File: src/rtl/arb_pkg.sv
// Shared types and defaults for the external memory bus arbiter.
// Field widths here match the PPU's view of the byte-wide memory port.
package arb_pkg;

  typedef enum logic [1:0] {
    ArbIdle,
    ArbAccess,
    ArbHold
  } ArbState;

  localparam int DEFAULT_MAX_BURST = 16;
  localparam int DEFAULT_TIMEOUT   = 255;

  localparam int MEM_ADDR_W = 32;
  localparam int MEM_DATA_W = 8;

endpackage

File: src/rtl/rr_pick.sv
// Combinational round-robin priority encoder: first set request at or after ptr, wrapping.
// Zero latency; no backpressure.
module rr_pick #(
  parameter int N     = 3,
  parameter int PTR_W = (N > 1) ? $clog2(N) : 1
) (
  input  logic [N-1:0]     req,
  input  logic [PTR_W-1:0] ptr,
  output logic [N-1:0]     grant,
  output logic             valid
);

  always_comb begin
    int   idx;
    logic found;
    grant = '0;
    found = 1'b0;
    idx   = 0;
    for (int i = 0; i < N; i++) begin
      idx = (int'(ptr) + i) % N;
      if (!found && req[idx]) begin
        grant[idx] = 1'b1;
        found      = 1'b1;
      end
    end
  end

  assign valid = |req;

endmodule

File: src/rtl/mem_bus_arbiter.sv
// Round-robin owner of the byte-wide memory port with capped locked bursts and a hung-memory timeout.
// Strobe one edge after a request; i_mem_valid stalls a beat; i_enable low freezes everything.
module mem_bus_arbiter
  import arb_pkg::*;
#(
  parameter int NUM_REQ   = 3,
  parameter int ADDR_W    = MEM_ADDR_W,
  parameter int MAX_BURST = DEFAULT_MAX_BURST,
  parameter int TIMEOUT   = DEFAULT_TIMEOUT
) (
  input  logic                        i_clock,
  input  logic                        i_reset,
  input  logic                        i_enable,
  input  logic [NUM_REQ-1:0]          i_req,
  input  logic [NUM_REQ-1:0]          i_lock,
  input  logic [NUM_REQ-1:0]          i_write,
  input  logic [NUM_REQ*ADDR_W-1:0]   i_addr,
  input  logic [NUM_REQ*8-1:0]        i_wdata,
  output logic [NUM_REQ-1:0]          o_grant,
  output logic [NUM_REQ-1:0]          o_ack,
  output logic [NUM_REQ-1:0]          o_error,
  output logic [7:0]                  o_rdata,
  output logic                        o_mem_read,
  output logic                        o_mem_write,
  output logic [ADDR_W-1:0]           o_mem_address,
  output logic [7:0]                  o_mem_wdata,
  output logic                        o_mem_drive,
  input  logic                        i_mem_valid,
  input  logic [7:0]                  i_mem_rdata
);

  localparam int PTR_W  = (NUM_REQ > 1) ? $clog2(NUM_REQ) : 1;
  localparam int BEAT_W = $clog2(MAX_BURST + 1);
  localparam int TMO_W  = $clog2(TIMEOUT + 1);

  ArbState             state, state_n;
  logic [PTR_W-1:0]    rr_ptr, ptr_n;
  logic [PTR_W-1:0]    gidx, gidx_n;
  logic [BEAT_W-1:0]   beats, beats_n;
  logic [TMO_W-1:0]    tmo, tmo_n, tmo_inc;
  logic [NUM_REQ-1:0]  grant_n, ack_n, err_n;
  logic [7:0]          rdata_n, wdata_n;
  logic                rd_n, wr_n;
  logic [ADDR_W-1:0]   addr_n;
  logic [NUM_REQ-1:0]  pick_oh;
  logic                pick_vld;
  logic [PTR_W-1:0]    pick_idx;
  logic [PTR_W-1:0]    next_ptr;

  rr_pick #(.N(NUM_REQ), .PTR_W(PTR_W)) u_rr_pick (
    .req   (i_req),
    .ptr   (rr_ptr),
    .grant (pick_oh),
    .valid (pick_vld)
  );

  always_comb begin
    pick_idx = '0;
    for (int i = 0; i < NUM_REQ; i++) begin
      if (pick_oh[i]) pick_idx = PTR_W'(i);
    end
  end

  // After the owner releases, the search starts just past it.
  assign next_ptr = (gidx == PTR_W'(NUM_REQ - 1)) ? '0 : gidx + PTR_W'(1);
  assign tmo_inc  = tmo + TMO_W'(1);

  always_comb begin
    state_n = state;
    ptr_n   = rr_ptr;
    gidx_n  = gidx;
    beats_n = beats;
    tmo_n   = tmo;
    grant_n = o_grant;
    ack_n   = '0;
    err_n   = '0;
    rdata_n = o_rdata;
    rd_n    = o_mem_read;
    wr_n    = o_mem_write;
    addr_n  = o_mem_address;
    wdata_n = o_mem_wdata;
    case (state)
      ArbIdle: begin
        if (pick_vld) begin
          gidx_n  = pick_idx;
          grant_n = pick_oh;
          addr_n  = i_addr[pick_idx*ADDR_W +: ADDR_W];
          wdata_n = i_wdata[pick_idx*8 +: 8];
          wr_n    = i_write[pick_idx];
          rd_n    = !i_write[pick_idx];
          tmo_n   = '0;
          beats_n = '0;
          state_n = ArbAccess;
        end
      end
      ArbAccess: begin
        if (i_mem_valid) begin
          rd_n        = 1'b0;
          wr_n        = 1'b0;
          if (o_mem_read) rdata_n = i_mem_rdata;
          ack_n[gidx] = 1'b1;
          beats_n     = beats + BEAT_W'(1);
          state_n     = ArbHold;
        end else begin
          tmo_n = tmo_inc;
          if (tmo_inc == TMO_W'(TIMEOUT)) begin
            rd_n        = 1'b0;
            wr_n        = 1'b0;
            err_n[gidx] = 1'b1;
            grant_n     = '0;
            ptr_n       = next_ptr;
            state_n     = ArbIdle;
          end
        end
      end
      ArbHold: begin
        // The ack cycle doubles as the bubble where the owner presents its next beat.
        if (i_req[gidx] && i_lock[gidx] && (beats < BEAT_W'(MAX_BURST))) begin
          addr_n  = i_addr[gidx*ADDR_W +: ADDR_W];
          wdata_n = i_wdata[gidx*8 +: 8];
          wr_n    = i_write[gidx];
          rd_n    = !i_write[gidx];
          tmo_n   = '0;
          state_n = ArbAccess;
        end else begin
          grant_n = '0;
          ptr_n   = next_ptr;
          state_n = ArbIdle;
        end
      end
      default: state_n = ArbIdle;
    endcase
  end

  always_ff @(posedge i_clock or posedge i_reset) begin
    if (i_reset) begin
      state         <= ArbIdle;
      rr_ptr        <= '0;
      gidx          <= '0;
      beats         <= '0;
      tmo           <= '0;
      o_grant       <= '0;
      o_ack         <= '0;
      o_error       <= '0;
      o_rdata       <= '0;
      o_mem_read    <= 1'b0;
      o_mem_write   <= 1'b0;
      o_mem_address <= '0;
      o_mem_wdata   <= '0;
      o_mem_drive   <= 1'b0;
    end else if (i_enable) begin
      state         <= state_n;
      rr_ptr        <= ptr_n;
      gidx          <= gidx_n;
      beats         <= beats_n;
      tmo           <= tmo_n;
      o_grant       <= grant_n;
      o_ack         <= ack_n;
      o_error       <= err_n;
      o_rdata       <= rdata_n;
      o_mem_read    <= rd_n;
      o_mem_write   <= wr_n;
      o_mem_address <= addr_n;
      o_mem_wdata   <= wdata_n;
      o_mem_drive   <= wr_n;
    end
  end

endmodule
File: config.mk
export PLATFORM = sky130hd
export DESIGN_NAME = mem_bus_arbiter
export DESIGN_NICKNAME = d
export VERILOG_FILES = /design/src/rtl/arb_pkg.sv /design/src/rtl/rr_pick.sv /design/src/rtl/mem_bus_arbiter.sv
export SDC_FILE = /design/constraint.sdc
export NUM_CORES = 1
export LEC_CHECK = 0
export CORE_MARGIN = 1
export CORE_UTILIZATION = 44
export CTS_CLUSTER_DIAMETER = 100
export DETAILED_ROUTE_END_ITERATION = 7
export PLACE_DENSITY = 0.85
export SLEW_MARGIN = 20
export SYNTH_ARGS = -nofsm -noshare
export SYNTH_HDL_FRONTEND = slang
export SYNTH_HIERARCHICAL = 1
export SYNTH_SLANG_ARGS = --single-unit
File: constraint.sdc
create_clock -name i_clock -period 3.5 [get_ports i_clock]
set_input_delay 0.7 -clock i_clock [delete_from_list [all_inputs] [get_ports i_clock]]
set_output_delay 0.7 -clock i_clock [all_outputs]
set_load 0.01 [all_outputs]
Word level (Yosys, flattened, before mapping)
Cells that the tools add are included.
Widths: inputs -> output; s select.
{"block": "op_classes", "n_addsub": 5, "div_mod_pow": 3, "magnitude_cmp": 10, "n_eq_ne": 11, "n_shift": 4, "mux": 73, "bitwise_logic": 2, "n_reduce_logical": 27}
{"operator": "$shiftx 96x8->32", "n": 2}
{"operator": "$ge 32x1->1 const B", "n": 3}
{"operator": "$lt 32x4->1 const B", "n": 3}
{"operator": "$mod 32x3->32 const B", "n": 2}
{"operator": "$mux 32", "n": 2}
{"operator": "$pmux 32 s2", "n": 1}
{"operator": "$shiftx 24x6->8", "n": 2}
{"operator": "$mux 8", "n": 5}
{"operator": "$mux 3", "n": 12}
{"operator": "$mod 3x3->32 const B", "n": 1}
{"operator": "$mux 1", "n": 24}
{"operator": "$pmux 8 s3", "n": 1}
{"operator": "$mux 2", "n": 8}
{"operator": "$pmux 8 s2", "n": 1}
{"operator": "$reduce_and 5->1", "n": 3}
{"operator": "$bmux 1 s2", "n": 7}
{"operator": "$ne 2x2->1 const B", "n": 6}
{"operator": "$reduce_and 4->1", "n": 3}
{"operator": "$mux 5", "n": 2}
{"operator": "$pmux 5 s2", "n": 1}
{"operator": "$pmux 3 s3", "n": 1}
{"operator": "$add 8x1->8 const B", "n": 1}
{"operator": "$demux 1 s2", "n": 4}
{"operator": "$eq 8x8->1 const B", "n": 1}
{"operator": "other kinds (22)", "n": 39}
{"block": "totals", "ff_bits": 78, "output_inout_bits": 60, "wordCells": 148}

Longest topological paths before layout
Gate-level depths: netlist of the first run.
{"block": "depth", "depth_word": 18, "depth_mapped": 15}

By module
The synthesis of the first run kept the hierarchy.
{"module": "mem_bus_arbiter", "instances": 1, "cells_each": 436, "area_per_inst_um2": 4561.9, "seq_area_each_um2": 1951.9}
{"module": "rr_pick", "instances": 1, "cells_each": 36, "area_per_inst_um2": 275.3, "seq_area_each_um2": 0.0}

Worst setup path after synthesis of the first run
No wires, ideal clock.
{"block": "synth_path", "path_type": "register to register", "from": "register rr_ptr[0]", "to": "register o_mem_address[19]", "setup_ns": 0.123, "arrival_ns": 2.797, "required_time_ns": 3.377, "setup_slack_ns": 0.581, "stages_incl_launch_ff": 16, "synth_period_minus_slack_ns": 2.919, "path_cell_list": "dfrtp_1 inv_1 ha_1 buf_2 and4bb_1 a311o_1 nand3_1 o221ai_1 nand2b_1 o21a_1 clkbuf_1 and2_1 clkbuf_1 clkbuf_1 a2bb2oi_1 a21oi_2"}
{"block": "synth_between", "elab_cells_between_ends": 45}
{"item": "from (decl)", "line": "mem_bus_arbiter.sv:37", "text": "logic [PTR_W-1:0] rr_ptr, ptr_n;"}
{"item": "from (signal assigned)", "line": "mem_bus_arbiter.sv:153", "text": "rr_ptr <= ptr_n;"}
{"item": "branches (longest 10 deep; another with $mod 32x3->32)"}
{"item": "$mux 3 (*)", "line": "rr_pick.sv:21", "text": "if (!found && req[idx]) begin"}
{"item": "$mux 2 (*)", "line": "mem_bus_arbiter.sv:60", "text": "if (pick_oh[i]) pick_idx = PTR_W'(i);"}
{"item": "net pick_idx[1]", "line": "mem_bus_arbiter.sv:47", "text": "logic [PTR_W-1:0] pick_idx;"}
{"item": "$shiftx 96x8->32 (*)", "line": "mem_bus_arbiter.sv:87", "text": "addr_n = i_addr[pick_idx*ADDR_W +: ADDR_W];"}
{"item": "$mux 32 (*)", "line": "mem_bus_arbiter.sv:84", "text": "if (pick_vld) begin"}
{"item": "$pmux 32 s2 (*)", "line": "mem_bus_arbiter.sv:82", "text": "case (state)"}
{"item": "to (signal assigned)", "line": "mem_bus_arbiter.sv:163", "text": "o_mem_address <= addr_n;"}
{"item": "to (decl)", "line": "mem_bus_arbiter.sv:25", "text": "output logic [ADDR_W-1:0] o_mem_address,"}
Mark *: on every way through the listed nets, which the timed path passes. The select of a mux whose other input is x is not followed.
A chain may end at the register's enable or synchronous reset.

Worst setup path after layout of the first run
{"block": "layout_path", "from": "input i_req[0]", "to": "register o_mem_address[15]"}
{"block": "layout_between", "elab_cells_between_ends": 33}
{"item": "from (decl)", "line": "mem_bus_arbiter.sv:14", "text": "input logic [NUM_REQ-1:0] i_req,"}
{"item": "$bmux 1 s2", "line": "rr_pick.sv:21"}
{"item": "$mux 1 (implied by the code) (2 in series)", "line": "rr_pick.sv:21"}
{"item": "$mux 1", "line": "rr_pick.sv:21"}
{"item": "$logic_not 1->1", "line": "rr_pick.sv:21"}
{"item": "$logic_and 1x1->1", "line": "rr_pick.sv:21"}
{"item": "$mux 1", "line": "rr_pick.sv:21"}
{"item": "$logic_not 1->1", "line": "rr_pick.sv:21"}
{"item": "$logic_and 1x1->1", "line": "rr_pick.sv:21"}
{"item": "$mux 3 (*)", "line": "rr_pick.sv:21"}
{"item": "$mux 2 (*)", "line": "mem_bus_arbiter.sv:60"}
{"item": "net pick_idx[1]", "line": "mem_bus_arbiter.sv:47"}
{"item": "$shiftx 96x8->32 (*)", "line": "mem_bus_arbiter.sv:87"}
{"item": "$mux 32 (*)", "line": "mem_bus_arbiter.sv:84"}
{"item": "$pmux 32 s2 (*)", "line": "mem_bus_arbiter.sv:82"}
Mark *: on every way through the listed nets, which the timed path passes. The rest lies on a longest branch. The select of a mux whose other input is x is not followed.

==> results of run 1 <==
layout by cell type, fill, tap and decap left out, types with 5 or more instances in the layout:
| master | synthesis | routed |
|---|---|---|
| a21oi_1 | 7 | 7 |
| a21oi_2 | 40 | 40 |
| a22o_1 | 11 | 11 |
| a2bb2oi_1 | 40 | 40 |
| buf_4 | 3 | 7 |
| clkbuf_8 | 0 | 10 |
| clkdlybuf4s50_1 | 0 | 200 |
| dfrtp_1 | 78 | 78 |
| ha_1 | 11 | 11 |
| inv_1 | 17 | 16 |
| mux2_2 | 18 | 18 |
| mux2i_1 | 46 | 46 |
| nand2_1 | 26 | 26 |
| nand2b_1 | 5 | 5 |
| nand3_1 | 5 | 5 |
| nand4_1 | 5 | 5 |
| nor2_1 | 53 | 53 |
| nor2b_1 | 5 | 5 |
| o21ai_0 | 13 | 13 |
worst paths after layout:
| path | start | endpoint | slack (ns) | depth (start not counted) |
|---|---|---|---|---|
| worst max-delay path | i_req[0] | o_mem_address[15]$_DFFE_PP0P_ | 0.42 | 11 |
| max in group asynchronous | i_reset | o_grant[2]$_DFFE_PP0P_ | 2.12 | 3 |
| worst min-delay path | o_error[1]$_DFFE_PP0P_ | o_error[1]$_DFFE_PP0P_ | 0.50 | 1 |
| worst max register to register | rr_ptr[0]$_DFFE_PP0P_ | o_mem_address[15]$_DFFE_PP0P_ | 0.45 | 12 |
| worst min register to register | o_error[1]$_DFFE_PP0P_ | o_error[1]$_DFFE_PP0P_ | 0.50 | 1 |
| min in group asynchronous | i_reset | o_mem_address[12]$_DFFE_PP0P_ | 0.72 | 2 |
worst max-delay path, cell delays in order:
cell and delay, ns:
clkdlybuf4s50_1 0.60, mux2i_1 0.17, a311o_1 0.41, nand3_1 0.10, o221ai_1 0.14, nand2b_1 0.20
o21a_2 0.23, buf_12 0.21, mux2i_1 0.22, a2bb2oi_1 0.23, a21oi_2 0.08
cell usage after synthesis, types with 4 or more instances:
library cell / n / share of area (%)
dfrtp_1: 78 / 40
nor2_1: 53 / 4.1
mux2i_1: 46 / 9.5
a21oi_2: 40 / 7.2
a2bb2oi_1: 40 / 7.2
nand2_1: 26 / 2.0
mux2_2: 18 / 4.2
inv_1: 17 / 1.3
clkbuf_1: 13 / 1.0
o21ai_0: 13 / 1.3
a22o_1: 11 / 2.0
ha_1: 11 / 2.8
buf_6: 8 / 1.9
a21oi_1: 7 / 0.72
buf_2: 7 / 0.72
nand2b_1: 5 / 0.65
nand3_1: 5 / 0.52
nand4_1: 5 / 0.65
nor2b_1: 5 / 0.65
nand4b_1: 4 / 0.72
nor3_1: 4 / 0.41
o21ai_1: 4 / 0.41
metrics by stage:
step | util, % | cell area, sq um
finish | 68.2 | 7170
global route | 68.2 | 7170
CTS | 68.2 | 7170
detailed placement | 66.1 | 6950
global placement | 66.1 | 6950
floorplan | - | 4840
registers in the layout, indices dropped and copies added, names as in the netlist:
register,count
o_grant,3
o_mem_drive,1
beats,5
o_error,3
rr_ptr,2
o_mem_address,32
o_ack,3
o_rdata,8
o_mem_read,1
o_mem_wdata,8
state,2
gidx,2
tmo,8
power by group through the flow:
| stage | clock network [mW] | registers, mW | logic [mW] |
|---|---|---|---|
| 6_report | 0.767 | 1.53 | 3.99 |
| 4_1_cts | 0.780 | 1.54 | 4.02 |
| 3_3_place_gp | 0 | 1.53 | 3.89 |
| 3_5_place_dp | 0 | 1.55 | 4.01 |
| 2_1_floorplan | 0 | 1.64 | 2.56 |
| 5_1_grt | 0.828 | 1.58 | 4.31 |
logic make-up after synthesis:
group | after synthesis | share of synthesized area (%)
adder cells (fa/ha/maj) | 11 | 2.85
XOR/XNOR | 1 | 0.181
AND/OR/NAND/NOR | 126 | 12.9
flip-flops | 78 | 40.4
multiplexers | 64 | 13.7
AO/OA/AOI/OAI | 144 | 24.6
buffers and inverters | 48 | 5.38
metal layers:
layer | routed length (microns) | up-vias | track usage, %
met2 | 6930 | 191 | 44.1
met3 | 815 | 27 | 4.86
met5 | 0 | - | 0
li1 | - | 2106 | -
met4 | 293 | 0 | 8.61
met1 | 5230 | 2087 | 28.1
cell type report:
class / count / area share (%)
Multi-Input combinational cell: 346 / 36.6
Timing Repair Buffer: 211 / 29.8
Sequential cell: 78 / 27.2
Clock inverter: 5 / 1.13
Clock buffer: 11 / 1.97
Inverter: 17 / 0.907
Tap cell: 136 / 2.37
==> out/results.tsv, run 1 <==
stage	metric	value	unit
floorplanning	Die X	107	microns
grt	vias in the first global route	4543	
flow_run	max cap viols	0	
power	Logic pwr share	63.4	%
cells_and_area	Finished Layout Cells	804	
floorplanning	Starting Density	46.0	%
power	Cell Pwr Density	877	nW/um^2
timing	Layout Skew	0.0123	ns
yosys	synthesized cell area	4840	sq um
drt	DRT antenna net count	0	
critical_path	Crit Path Max Fanout	40	
yosys	EDFF count, synth	0	
yosys	Synth warnings	6	
yosys	post-synthesis sequential area ratio	40.4	%
timing	hold_ws	0.498	ns
timing	Slew Viols, Final	0	
timing	RSZ-0062 raised after global routing	false	
drt	# DRC	0	
clock_network	Max H-tree Level	3	
timing	final hold vios	0	
power	post-layout power	6.29	mW
timing	final worst-path cycle share	88.1	%
placed_design	HPWL after DPL	9930	microns
timing	Worst Max-Slew Pin Slew	0.630	ns
placed_design	dpl ws	0.0948	ns
grt	initial antenna violation count	0	
cells_and_area	final net count	815	
grt	Global Route Usage Sum	24.3	%
grt	global route overflow	0	
floorplanning	IO Count	201	
grt	largest net degree at the start of global routing	81	
critical_path	Crit Path Class	primary input to register	
drt	routed len/inst	16.5	microns
clock_network	clock buffer depth	2	
power	Peak VDD IR	0.000461	V
cells_and_area	register area	1950	sq um
timing	setup TNS	0	ns
floorplanning	Die Y	107	microns
clock_network	clock buffer count from CTS	9	
clock_network	CTS Root Cell	clkbuf_8	
timing	slew margin rel.	57.9	%
drt	routed vias/inst	5.49	
clock_network	CTS Sinks	78	
power	Int Power	3.74	mW
yosys	Post-synth ARST share	100	%
critical_path	crit path DAT	3.30	ns
yosys	syn_area_per_cell	10.2	sq um
yosys	Distinct cells, synth	55	
yosys	Post-Syn Instances	472	
cells_and_area	layout cell share with drive strength beyond 1	14.2	%
cells_and_area	Fillers	810	
clock_network	hold_buf cts	0	
floorplanning	die area	11400	sq um
outcome	outcome	complete, no violations	
drt	DR pass1 iterations	5	
yosys	Top FF cell, synth	dfrtp_1	
clock_network	clock-pin slew on the worst setup and hold paths	0.08	ns
critical_path	Setup crit end kind	register	
timing	Max Clock Freq	0.324	GHz
min_path	min-delay worst type	register to register	
power	Reg power frac	24.4	%
placed_design	RePlAce Congestion	0.837	
power	Clk pwr share	12.2	%
placed_design	I/O Buffers	200	
grt	first-pass GRT wire length	21800	microns
clock_network	Clock Latency Late Sink	0.35	ns
timing	min Tclk post-route	3.08	ns
placed_design	Placed Cells	788	
timing	final setup fails	0	
yosys	syn nets	624	
drt	number of DRC markers in iteration 0	136	
drt	DR vias	4411	
power	sw frac	40.5	%
cells_and_area	area of the multi-input gates	2630	sq um
critical_path	Worst Setup Start Kind	primary input	
cells_and_area	area grow syn2layout	48.2	%
timing	Setup WS post-layout	0.416	ns
yosys	#FFs+latches synth	78	
clock_network	TritonCTS clock tree	done	
cells_and_area	# diodes	0	
clock_network	postcts setup bufs	0	
floorplanning	core area	10500	sq um
power	Pleak	3.10	nW
clock_network	cts repair resizes	0	
drt	drt total wl	13300	microns
power	Psw	2.55	mW
floorplanning	Std-Cell Rows	37	
critical_path	Worst Path Required	3.72	ns
Note: power is estimated with default switching activity, not from simulation.
==> inputs of run 2 (changes only) <==
- HOLD_SLACK_MARGIN: unset -> 0.03
==> results of run 2 <==
No change in the layout: final DEF, timing and power equal those of run 1.
==> inputs of run 3 (changes only) <==
- ABC_CLOCK_PERIOD_IN_PS: unset -> 3500
- CAP_MARGIN: unset -> 20
==> results of run 3 <==
No change in the layout: final DEF, timing and power equal those of run 1.
